`src/rtl/mips_mem_pkg.sv`:
```
// Shared opcodes, FSM encoding and access-classification helpers for the data-memory initiator.
// Pure declarations: no logic, no latency.
// No flow control of its own; consumers apply these to their own handshakes.
package mips_mem_pkg;

  localparam logic [5:0] LB  = 6'b100000;
  localparam logic [5:0] LH  = 6'b100001;
  localparam logic [5:0] LW  = 6'b100011;
  localparam logic [5:0] LBU = 6'b100100;
  localparam logic [5:0] LHU = 6'b100101;
  localparam logic [5:0] SB  = 6'b101000;
  localparam logic [5:0] SH  = 6'b101001;
  localparam logic [5:0] SW  = 6'b101011;

  localparam logic [5:0] MEM_OP_READ  = 6'b100011;
  localparam logic [5:0] MEM_OP_WRITE = 6'b101011;
  localparam logic [5:0] MEM_OP_NONE  = 6'b000000;

  typedef enum logic [2:0] {
    ST_IDLE  = 3'd0,
    ST_READ  = 3'd1,
    ST_WAIT  = 3'd2,
    ST_WRITE = 3'd3,
    ST_RESP  = 3'd4
  } state_e;

  function automatic logic is_load(input logic [5:0] op);
    return (op == LB) || (op == LH) || (op == LW) || (op == LBU) || (op == LHU);
  endfunction

  function automatic logic is_store(input logic [5:0] op);
    return (op == SB) || (op == SH) || (op == SW);
  endfunction

  // Byte accesses are always aligned; unknown opcodes report aligned and are caught elsewhere.
  function automatic logic is_aligned(input logic [5:0] op, input logic [1:0] addr);
    logic ok;
    case (op)
      LH, LHU, SH: ok = (addr[0] == 1'b0);
      LW, SW:      ok = (addr == 2'b00);
      default:     ok = 1'b1;
    endcase
    return ok;
  endfunction

endpackage

```
`src/rtl/mips_mem_access_unit_if.sv`:
```
// Request/response and memory-bus bundle for the data-memory initiator.
// Wires only, no latency.
// Request side uses valid/ready; memory side uses single-cycle strobes.
interface mips_mem_access_unit_if;
  logic        req_valid;
  logic        req_ready;
  logic [5:0]  req_opcode;
  logic [31:0] req_addr;
  logic [31:0] req_wdata;
  logic        resp_valid;
  logic [31:0] resp_data;
  logic        resp_load;
  logic        resp_err;
  logic [31:0] address;
  logic [31:0] data_in;
  logic [5:0]  opcode;
  logic        signal_mem_read;
  logic        signal_mem_write;
  logic [31:0] read_data;

  // The access unit drives responses and the memory bus.
  modport master (
    input  req_valid, req_opcode, req_addr, req_wdata, read_data,
    output req_ready, resp_valid, resp_data, resp_load, resp_err,
    output address, data_in, opcode, signal_mem_read, signal_mem_write
  );

  // Pipeline stage plus memory: the other side of every signal.
  modport slave (
    output req_valid, req_opcode, req_addr, req_wdata, read_data,
    input  req_ready, resp_valid, resp_data, resp_load, resp_err,
    input  address, data_in, opcode, signal_mem_read, signal_mem_write
  );
endinterface

```
`src/rtl/mips_mem_lane_align.sv`:
```
// Big-endian lane selection: extended load value and merged sub-word store word.
// Purely combinational, zero latency.
// No handshake; the caller decides when the outputs are meaningful.
module mips_mem_lane_align
  import mips_mem_pkg::*;
(
  input  logic [31:0] word,
  input  logic [1:0]  addr,
  input  logic [5:0]  op,
  input  logic [31:0] wdata,
  output logic [31:0] load_val,
  output logic [31:0] store_word
);

  logic [7:0]  byte_sel;
  logic [15:0] half_sel;

  // Pick the addressed byte/halfword (byte 0 lives in bits 31:24) and extend per opcode.
  always_comb begin
    case (addr)
      2'b00:   byte_sel = word[31:24];
      2'b01:   byte_sel = word[23:16];
      2'b10:   byte_sel = word[15:8];
      default: byte_sel = word[7:0];
    endcase
    half_sel = addr[1] ? word[15:0] : word[31:16];
    case (op)
      LB:      load_val = {{24{byte_sel[7]}}, byte_sel};
      LBU:     load_val = {24'd0, byte_sel};
      LH:      load_val = {{16{half_sel[15]}}, half_sel};
      LHU:     load_val = {16'd0, half_sel};
      default: load_val = word;
    endcase
  end

  // Replace only the addressed lane of the word read back for sb/sh.
  always_comb begin
    store_word = word;
    if (op == SB) begin
      case (addr)
        2'b00:   store_word[31:24] = wdata[7:0];
        2'b01:   store_word[23:16] = wdata[7:0];
        2'b10:   store_word[15:8]  = wdata[7:0];
        default: store_word[7:0]   = wdata[7:0];
      endcase
    end else if (op == SH) begin
      if (addr[1]) store_word[15:0]  = wdata[15:0];
      else         store_word[31:16] = wdata[15:0];
    end
  end

endmodule

```
`src/rtl/mips_mem_access_unit.sv`:
```
// Data-memory initiator: one load/store at a time, word accesses, sub-word extract and read-modify-write.
// Accept-to-response: error 1, sw 2, loads 2+READ_LATENCY, sb/sh 3+READ_LATENCY cycles.
// req_ready only in IDLE; no pipelining, the next request waits for the IDLE cycle after RESP.
module mips_mem_access_unit
  import mips_mem_pkg::*;
#(
  parameter int READ_LATENCY = 1
) (
  input  logic                  clk,
  input  logic                  rst_n,
  mips_mem_access_unit_if.master bus
);

  localparam logic [2:0] LAT_INIT = 3'(READ_LATENCY);

  state_e      state_q, state_d;
  logic [5:0]  op_q, op_d;
  logic [31:0] addr_q, addr_d;
  logic [31:0] wdata_q, wdata_d;
  logic [31:0] word_q, word_d;
  logic [2:0]  cnt_q, cnt_d;
  logic [31:0] load_val;
  logic [31:0] store_word;
  logic        err;

  mips_mem_lane_align u_align (
    .word       (word_q),
    .addr       (addr_q[1:0]),
    .op         (op_q),
    .wdata      (wdata_q),
    .load_val   (load_val),
    .store_word (store_word)
  );

  // Unsupported opcodes and misaligned addresses never reach memory.
  assign err = !(is_load(op_q) || is_store(op_q)) || !is_aligned(op_q, addr_q[1:0]);

  // State, latched request, captured word and latency counter.
  always_ff @(posedge clk or negedge rst_n) begin
    if (!rst_n) begin
      state_q <= ST_IDLE;
      op_q    <= 6'd0;
      addr_q  <= 32'd0;
      wdata_q <= 32'd0;
      word_q  <= 32'd0;
      cnt_q   <= 3'd0;
    end else begin
      state_q <= state_d;
      op_q    <= op_d;
      addr_q  <= addr_d;
      wdata_q <= wdata_d;
      word_q  <= word_d;
      cnt_q   <= cnt_d;
    end
  end

  // Next state and all outputs; memory bus fields are zero outside READ/WRITE.
  always_comb begin
    state_d              = state_q;
    op_d                 = op_q;
    addr_d               = addr_q;
    wdata_d              = wdata_q;
    word_d               = word_q;
    cnt_d                = cnt_q;
    bus.req_ready        = 1'b0;
    bus.resp_valid       = 1'b0;
    bus.resp_data        = 32'd0;
    bus.resp_load        = 1'b0;
    bus.resp_err         = 1'b0;
    bus.address          = 32'd0;
    bus.data_in          = 32'd0;
    bus.opcode           = MEM_OP_NONE;
    bus.signal_mem_read  = 1'b0;
    bus.signal_mem_write = 1'b0;
    case (state_q)
      ST_IDLE: begin
        bus.req_ready = 1'b1;
        if (bus.req_valid) begin
          op_d    = bus.req_opcode;
          addr_d  = bus.req_addr;
          wdata_d = bus.req_wdata;
          if (!(is_load(bus.req_opcode) || is_store(bus.req_opcode)) ||
              !is_aligned(bus.req_opcode, bus.req_addr[1:0]))
            state_d = ST_RESP;
          else if (bus.req_opcode == SW)
            state_d = ST_WRITE;
          else
            state_d = ST_READ;
        end
      end
      ST_READ: begin
        bus.signal_mem_read = 1'b1;
        bus.address         = {addr_q[31:2], 2'b00};
        bus.opcode          = MEM_OP_READ;
        cnt_d               = LAT_INIT;
        state_d             = ST_WAIT;
      end
      ST_WAIT: begin
        cnt_d = cnt_q - 3'd1;
        if (cnt_q == 3'd1) begin
          word_d  = bus.read_data;
          state_d = is_load(op_q) ? ST_RESP : ST_WRITE;
        end
      end
      ST_WRITE: begin
        bus.signal_mem_write = 1'b1;
        bus.address          = {addr_q[31:2], 2'b00};
        bus.opcode           = MEM_OP_WRITE;
        bus.data_in          = (op_q == SW) ? wdata_q : store_word;
        state_d              = ST_RESP;
      end
      ST_RESP: begin
        bus.resp_valid = 1'b1;
        bus.resp_err   = err;
        bus.resp_load  = !err && is_load(op_q);
        bus.resp_data  = (!err && is_load(op_q)) ? load_val : 32'd0;
        state_d        = ST_IDLE;
      end
      default: state_d = ST_IDLE;
    endcase
  end

endmodule

```
`src/flat_wrapper.sv`:
```
// flat-port wrapper written by rule: the top's interface ports become plain ports
module mips_mem_access_unit_flat import mips_mem_pkg::*;
#(
  parameter int READ_LATENCY = 1
)
  (clk, rst_n, bus_req_valid, bus_req_opcode, bus_req_addr, bus_req_wdata, bus_read_data, bus_req_ready, bus_resp_valid, bus_resp_data, bus_resp_load, bus_resp_err, bus_address, bus_data_in, bus_opcode, bus_signal_mem_read, bus_signal_mem_write);
  mips_mem_access_unit_if bus_i ();
  input  logic clk;
  input  logic rst_n;
  input wire logic [$bits(bus_i.req_valid)-1:0] bus_req_valid;
  input wire logic [$bits(bus_i.req_opcode)-1:0] bus_req_opcode;
  input wire logic [$bits(bus_i.req_addr)-1:0] bus_req_addr;
  input wire logic [$bits(bus_i.req_wdata)-1:0] bus_req_wdata;
  input wire logic [$bits(bus_i.read_data)-1:0] bus_read_data;
  output wire logic [$bits(bus_i.req_ready)-1:0] bus_req_ready;
  output wire logic [$bits(bus_i.resp_valid)-1:0] bus_resp_valid;
  output wire logic [$bits(bus_i.resp_data)-1:0] bus_resp_data;
  output wire logic [$bits(bus_i.resp_load)-1:0] bus_resp_load;
  output wire logic [$bits(bus_i.resp_err)-1:0] bus_resp_err;
  output wire logic [$bits(bus_i.address)-1:0] bus_address;
  output wire logic [$bits(bus_i.data_in)-1:0] bus_data_in;
  output wire logic [$bits(bus_i.opcode)-1:0] bus_opcode;
  output wire logic [$bits(bus_i.signal_mem_read)-1:0] bus_signal_mem_read;
  output wire logic [$bits(bus_i.signal_mem_write)-1:0] bus_signal_mem_write;
  assign bus_i.req_valid = bus_req_valid;
  assign bus_i.req_opcode = bus_req_opcode;
  assign bus_i.req_addr = bus_req_addr;
  assign bus_i.req_wdata = bus_req_wdata;
  assign bus_i.read_data = bus_read_data;
  assign bus_req_ready = bus_i.req_ready;
  assign bus_resp_valid = bus_i.resp_valid;
  assign bus_resp_data = bus_i.resp_data;
  assign bus_resp_load = bus_i.resp_load;
  assign bus_resp_err = bus_i.resp_err;
  assign bus_address = bus_i.address;
  assign bus_data_in = bus_i.data_in;
  assign bus_opcode = bus_i.opcode;
  assign bus_signal_mem_read = bus_i.signal_mem_read;
  assign bus_signal_mem_write = bus_i.signal_mem_write;
  mips_mem_access_unit #(.READ_LATENCY(READ_LATENCY)) u_core (.clk(clk), .rst_n(rst_n), .bus(bus_i));
endmodule
```
`config.mk`:
```
export PLATFORM = sky130hd
export DESIGN_NAME = mips_mem_access_unit_flat
export DESIGN_NICKNAME = d
export VERILOG_FILES = /design/src/rtl/mips_mem_pkg.sv /design/src/rtl/mips_mem_access_unit_if.sv /design/src/rtl/mips_mem_lane_align.sv /design/src/rtl/mips_mem_access_unit.sv /design/src/flat_wrapper.sv
export SDC_FILE = /design/constraint.sdc
export NUM_CORES = 1
export LEC_CHECK = 0
export ABC_AREA = 1
export BUFFER_PORTS_ARGS = -buffer_cell sky130_fd_sc_hd__buf_2
export CAP_MARGIN = 20
export CORE_ASPECT_RATIO = 1.4
export CORE_MARGIN = 2
export CORE_UTILIZATION = 44
export CTS_BUF_LIST = sky130_fd_sc_hd__clkbuf_8
export CTS_CLUSTER_DIAMETER = 50
export CTS_CLUSTER_SIZE = 14
export DETAILED_ROUTE_END_ITERATION = 8
export PLACE_DENSITY = 0.72
export SYNTH_ARGS = -nofsm -noshare
export SYNTH_HDL_FRONTEND = slang
export SYNTH_SLANG_ARGS = --single-unit
```
`constraint.sdc`:
```
create_clock -name clk -period 2.1 [get_ports clk]
set_clock_uncertainty 0.15 [all_clocks]
set_input_delay 0.63 -clock clk [delete_from_list [all_inputs] [get_ports clk]]
set_output_delay 0.63 -clock clk [all_outputs]
set_load 0.01 [all_outputs]
```
==> results of run 1 <==
-- power by group --
part / total (mW) / switching (mW) / internal, mW
clock: 1.45 / 0.859 / 0.595
combinational: 9.89 / 5.91 / 3.98
sequential: 3.82 / 0.715 / 3.10
-- sequential cells by signal (all words and copies together), names as in the netlist --
signal and cells:
u_core.addr_q 32, u_core.cnt_q 3, u_core.op_q 6, u_core.state_q 3, u_core.wdata_q 32, u_core.word_q 32
-- placed cells by master (no fill, tap or decap), drive strengths merged --
cell type / count
buf: 336
nand2: 268
nor2: 208
a21oi: 120
inv: 112
dfrtp: 108
o21ai: 65
nand3: 61
mux2: 16
o211ai: 14
clkbuf: 13
a31oi: 8
conb: 4
clkinv: 4
nand4: 3
ha: 2
bufbuf: 2
nand3b: 1
o22ai: 1
nor3b: 1
bufinv: 1
dlygate4sd3: 1
-- how the worst max path moves through the flow --
stage                     depth (start not counted)  slack [ns]                        from                 to
final                                            10       -0.77  u_core.op_q[1]$_DFFE_PN0P_    bus_data_in[22]
after global routing                             10       -0.83  u_core.op_q[1]$_DFFE_PN0P_    bus_data_in[29]
after CTS                                         9       -0.72  u_core.op_q[4]$_DFFE_PN0P_      bus_resp_load
after detailed placement                         10       -0.29  u_core.op_q[5]$_DFFE_PN0P_      bus_resp_load
after global placement                            9       -0.27  u_core.op_q[5]$_DFFE_PN0P_    bus_data_in[22]
after floorplan                                   7       -0.03  u_core.op_q[4]$_DFFE_PN0P_  bus_resp_data[21]
-- final cells by class --
cell class / count / area [um2] / area share
flip-flops and latches: 108 / 2709 / 0.2519
clock inverters: 7 / 102.6 / 0.009542
repair buffers: 343 / 2803 / 0.2606
well taps: 196 / 245.2 / 0.02281
clock buffers: 9 / 123.9 / 0.01152
inverters: 110 / 425.4 / 0.03956
multi-input cells: 772 / 4344 / 0.4040
-- per-stage QoR --
step | worst slack (ns) | cells | hold slack, ns | utilization | area, um2
2_1_floorplan | -0.03401 | 1055 | 0.1844 | - | 7237
3_3_place_gp | -0.2718 | 1492 | 0.3329 | 0.5837 | 9071
3_5_place_dp | -0.2938 | 1492 | 0.3393 | 0.5837 | 9071
4_1_cts | -0.7183 | 1528 | 0.2913 | 0.6325 | 9829
5_1_grt | -0.8305 | 1545 | 0.2914 | 0.6919 | 10750
6_report | -0.7726 | 1545 | 0.2993 | 0.6919 | 10750
-- routing by layer --
layer | global-route usage | up-vias | wire, um
li1 | - | 3916 | -
met1 | 0.3298 | 3745 | 9693
met2 | 0.4850 | 445 | 13420
met3 | 0.04996 | 121 | 1988
met4 | 0.1601 | 0 | 1700
met5 | 0 | - | 0
-- worst max-delay path: stages (launching register included) --
cell and delay [ns]:
dfrtp_2 0.48, buf_6 0.15, nor2_4 0.14, nand2_2 0.11
inv_4 0.10, nand2_8 0.07, clkbuf_16 0.18, nor2_4 0.09
nor2_2 0.04, a21oi_2 0.17, buf_2 0.16
-- cells by family (layout without fill, tap and decap cells) --
family,Yosys count,in the layout,synth area share
simple gates,541,542,0.3169
fa+ha+maj,2,2,0.003586
buf+inv,176,469,0.1099
other cells,1,4,0.0005375
compound gates,208,208,0.1558
flops,108,108,0.3874
mux,16,16,0.02582
-- what timing repair did --
| item | 4_1_cts | 5_1_grt |
|---|---|---|
| endpoints found under the hold margin | 24 | 0 |
| hold buffers | 1 | 0 |
| gates resized for setup | 64 | 207 |
| pin swaps | 3 | 39 |
| buffers inserted | 12 | 15 |
| cloned | 7 | 6 |
| endpoints found under the setup margin | 104 | 104 |
==> metrics.txt, run 1 <==
DR iter-0 viols=657; highest clock rate=348.1 MHz; Clock Sinks=108; drt via density=5.325; gr usage total=0.2816; WHS Endpoint=u_core.wdata_q[23]$_DFFE_PN0P_; EDFF count, synth=0; RD Place Congestion=0.9422; final worst setup slack=-0.7726 ns; crit end category=output port; Total Wirelength=26800 um; worst reg2reg path depth=10; share of the synthesized area in the top cell type=0.3874; Setup TNS=-56.76 ns; Syn-to-layout area delta=54.12%; DP Wirelength=18150 um; crit path launch type=flop; Die Y=153.0 um; status=finished, violations left; H-tree Lvls=3; Yosys top cell by area=dfrtp_1; initial cell density of the core=0.4490; synth top area cells=dfrtp_1 39%, nand2_1 14%, nor2_1 11%; die area=16890 um2; DR WL/cell=17.35 um; Clock Latency Late Sink=0.41 ns; period utilisation layout=1.368; Post-synth top cells=267 x nand2_1, 203 x nor2_1, 120 x a21oi_1, 108 x dfrtp_1, 103 x inv_1; drt drc=0; Max Buffers Root-to-Sink=2; n_diodes=0; post-synthesis cell count=1052; clock root buffer=clkbuf_8; HP Start=bus_req_wdata[23]; total power draw=15.17 mW; CTS clk-pin slew, worst paths=0.11 ns; Seq/Total Area, Yosys=0.3874; cell area after synthesis=6977 um2; Pins Over Slew Limit=0; max_cap viols=0; Final min period=2.873 ns; WHS Path Cells=2; Worst R2R Start=u_core.state_q[2]$_DFFE_PN0P_; io pins=213; post-route antenna net violation count=0; FP Rows=54; first-pass GRT wire length=38120 um; # nets final=1451; leak pwr=5.497 nW; share of cells above drive strength 1=0.4307; IO Port Bufs=208; final hold vios=0; Most used DFF post-synth=dfrtp_1; Die W=110.4 um; critical path arrival=2.09 ns; Critical Path RT=1.32 ns; relative slew slack=0.5817; worst slew pin tran=0.6275 ns; peak supply drop=0.0007959 V; Unique masters post-synth=28; Final setup viols=103; core area=15540 um2; drt first pass iters=7; Setup CP Type=reg2out; Cell Pwr Density=1410 nW/um2; most common cell in the netlist=nand2_1; Crit Reg-Reg Endpoint=u_core.state_q[1]$_DFFE_PN0P_; RSZ-0062 raised after global routing=true; Reg2Reg Setup Slack=0.24 ns; Worst Path Max Fanout=7; largest net degree at the start of global routing=66; YS warnings=0; # fillers=1253; asr flop ratio synth=1.000; Hold Path Class=in2reg; post-synthesis average cell area=6.632 um2; initial antenna violation count=0; violated checks=setup timing; vias in the first global route=7471; Vias=8227; FF+latch count, synth=108; TritonCTS Buffers=9; GRT overflow=0; CTS tree=built
No activity file was read; power rests on OpenSTA's default activity.
==> run 2: changes to the inputs <==
--- a/config.mk
+++ b/config.mk
@@ -15,7 +15,9 @@
 export CTS_CLUSTER_DIAMETER = 50
 export CTS_CLUSTER_SIZE = 14
 export DETAILED_ROUTE_END_ITERATION = 8
-export PLACE_DENSITY = 0.72
+export PLACE_DENSITY = 0.7
+export RECOVER_POWER = 50
 export SYNTH_ARGS = -nofsm -noshare
 export SYNTH_HDL_FRONTEND = slang
+export SYNTH_HIERARCHICAL = 1
 export SYNTH_SLANG_ARGS = --single-unit
==> run 2 against run 1 <==
The flow still finishes with violations (setup timing); critical path depth increased by 2; first-iteration DRC count increased by 24%; flip-flop and latch count unchanged; combinational power increased by 18%; cell count increased by 10%; power increased by 15%; synthesized area increased by 16%; final area increased by 13%; routed wire length increased by 12%; sequential share of layout area decreased by 3.0 points; register-to-register slack about the same.
==> metrics.txt, run 2 <==
post-route antenna net violation count=0 (unchanged); Comb power frac=0.671 (+0.019); vias in the first global route=8487 (+14%); final worst setup slack=-0.7563 ns (+0.01625 ns); Critical Path RT=1.32 ns (about the same); Seq/Total Area, Yosys=0.3335 (-0.05384); violated checks=setup timing; Final setup viols=104 (+0.97%); Setup CP Type=reg2out; Worst Path Max Fanout=7 (unchanged); FF+latch count, synth=108 (unchanged); share of the synthesized area in the top cell type=0.3335 (-0.05384); period utilisation layout=1.360 (-0.007736); commonest non-fill, non-tap cell in the layout=nand2_1; FP Rows=58 (+7.4%); IO Port Bufs=208 (unchanged); Post-Place Cell Area=10720 um2 (+18%); Final Cell Area=12190 um2 (+13%); Yosys top cell by area=dfrtp_1; Crit path largest cell delay=0.46 ns (-0.02 ns); core area=18000 um2 (+16%); Max Buffers Root-to-Sink=2 (unchanged); drt first pass iters=5 (-2); Die W=118.7 um (+7.5%); # nets final=1566 (+7.9%); Largest regs=u_core/addr_q x32, u_core/wdata_q x32, u_core/word_q x32; crit path launch type=flop; worst slew pin tran=1.227 ns (+0.5996 ns); initial antenna violation count=0 (unchanged); drt drc=0 (unchanged); Setup TNS=-47.88 ns (+8.879 ns); YS warnings=6 (+6); first-pass GRT wire length=44690 um (+17%); share of cells above drive strength 1=0.4467 (+0.01603); Post-synth top cells=340 x nand2_1, 149 x nor2_1, 114 x nand3_1, 108 x dfrtp_1, 73 x inv_1; peak supply drop=0.0006613 V (-17%); clock root buffer=clkbuf_8; Syn-to-layout area delta=50.45%; Pins Over Slew Limit=0 (unchanged); cell area after synthesis=8103 um2 (+16%); highest clock rate=350.1 MHz (+0.57%); gr usage total=0.2894 (+0.007828); CTS clk-pin slew, worst paths=0.11 ns (about the same); Clock Power Share=0.073 (-0.023); Most used DFF post-synth=dfrtp_1; die area=19530 um2 (+16%); critical path arrival=2.08 ns (about the same); P_sw=8.347 mW (+12%); final core occ=0.6774 (-0.01460); H-tree Lvls=3 (unchanged); Reg power frac=0.256 (+0.004); post-synthesis average cell area=7.028 um2 (+6.0%); most common cell in the netlist=nand2_1; placed insts=1655 (+11%); drt via density=5.311 (-0.26%); Unique masters post-synth=30 (+7.1%); synth top area cells=dfrtp_1 33%, nand2_1 16%, nand3_1 7.0%; hold slack=0.2967 ns (-0.002527 ns); n_diodes=0 (unchanged); post-route insts no fill=1704 (+10%); pre-CTS setup slack=-0.3096 ns (-0.01576 ns); DP Wirelength=21060 um (+16%); RD Place Congestion=1.001 (+6.3%); worst reg2reg path depth=8 (-2); io pins=213 (unchanged); max_cap viols=0 (unchanged); relative slew slack=0.1819 (-0.3998); RSZ-0062 raised after global routing=true; sw frac=0.4780 (-0.01539); Clock Sinks=108 (unchanged); asr flop ratio synth=1.000 (unchanged); leak pwr=6.634 nW (+21%); post-synthesis cell count=1153 (+9.6%); cells along the critical path=inv_2 -> nand2_2 -> nor2_4 -> buf_6 -> buf_12 -> nand3_1 -> nand2_1 -> nand2_1 -> nand2_2 -> o21ai_1 -> nor2_1 -> buf_2; Total Wirelength=30070 um (+12%); EDFF count, synth=0 (unchanged); Hold Path Class=in2reg; initial cell density of the core=0.4502 (+0.001269); final hold vios=0 (unchanged); crit end category=output port; DR WL/cell=17.65 um (+1.7%); GRT overflow=0 (unchanged); slowest stage cell, crit path=dfrtp_2; total power draw=17.46 mW (+15%); Clock Latency Late Sink=0.39 ns (-0.02 ns); Die Y=164.6 um (+7.6%); largest net degree at the start of global routing=50 (-24%); Final min period=2.856 ns (-0.01625 ns); Cell Pwr Density=1433 nW/um2 (+1.6%); WHS Path Cells=2 (unchanged); TritonCTS Buffers=9 (unchanged); Vias=9050 (+10%); CTS tree=built; DR iter-0 viols=812 (+24%); Power Internal=9.116 mW (+19%); commonest cells after routing, fill and taps aside=308 x nand2_1, 202 x buf_2, 128 x nor2_1; status=finished, violations left
## run 2: changes by cell type after synthesis, sizes merged, moves of 29 or more
cell   before  now
nand2     268  346
nand3      60  137
a21oi     120   46
nor2      208  156
mux2       16   67
nor3b       1   33
inv       110   81
## run 2: final timing paths
kind                                                     start                              to  slack [ns]
worst max-delay path                u_core/op_q[1]$_DFFE_PN0P_                  bus_data_in[4]       -0.76
worst min-delay path                          bus_req_wdata[1]   u_core/wdata_q[1]$_DFFE_PN0P_        0.30
worst max register to register   u_core/state_q[0]$_DFFE_PN0P_    u_core/addr_q[8]$_DFFE_PN0P_        0.23
worst min register to register  u_core/wdata_q[19]$_DFFE_PN0P_  u_core/wdata_q[19]$_DFFE_PN0P_        0.37
max in group asynchronous                                rst_n      u_core/op_q[2]$_DFFE_PN0P_        0.51
min in group asynchronous                                rst_n   u_core/addr_q[16]$_DFFE_PN0P_        0.41
## run 2: cells by family after synthesis
group / synth area share
fa+ha+maj: 0.003088
flops: 0.3335
other cells: 0.0004628
mux: 0.1070
simple gates: 0.3732
compound gates: 0.08400
buf+inv: 0.09867
## run 2: final cells by class
class	count	area, um2
multi-input combinational	883	5528
clock buffer	9	123.9
timing repair buffer	376	3128
sequential	108	2711
clock inverter	7	67.56
fill	1535	5807
inverter	81	331.6
tap	240	300.3
## run 2: critical path: cells and delay by family (launching register included)
family | cells | cell delay [ns]
DFF | 1 | 0.46
buffers and inverters | 4 | 0.51
and+or+nand+nor | 7 | 0.65
AOI/OAI and AO/OA | 1 | 0.06
## run 2: power groups by stage
stage | clock network [mW] | registers [mW] | logic [mW]
after floorplan | 0 | 3.92 | 6.39
after global placement | 0 | 4.35 | 9.59
after detailed placement | 0 | 4.37 | 9.72
after CTS | 1.30 | 4.36 | 10.5
after global routing | 1.39 | 4.54 | 12.7
final | 1.27 | 4.47 | 11.7
## run 2: repair_timing
item | 4_1_cts | 5_1_grt
hold buffers | 0 | 0
endpoints found under the setup margin | 104 | 104
cloned | 6 | 10
pin swaps | 29 | 54
resized for setup | 102 | 136
buffers inserted | 10 | 11
endpoints found under the hold margin | 0 | 0
## run 2: per-layer routing
layer	vias to the layer above	wire length (um)	track usage
met5	-	0	0
met4	0	1673	0.1434
met3	100	2135	0.04765
met2	445	15530	0.5172
met1	4190	10740	0.3352
li1	4315	-	-
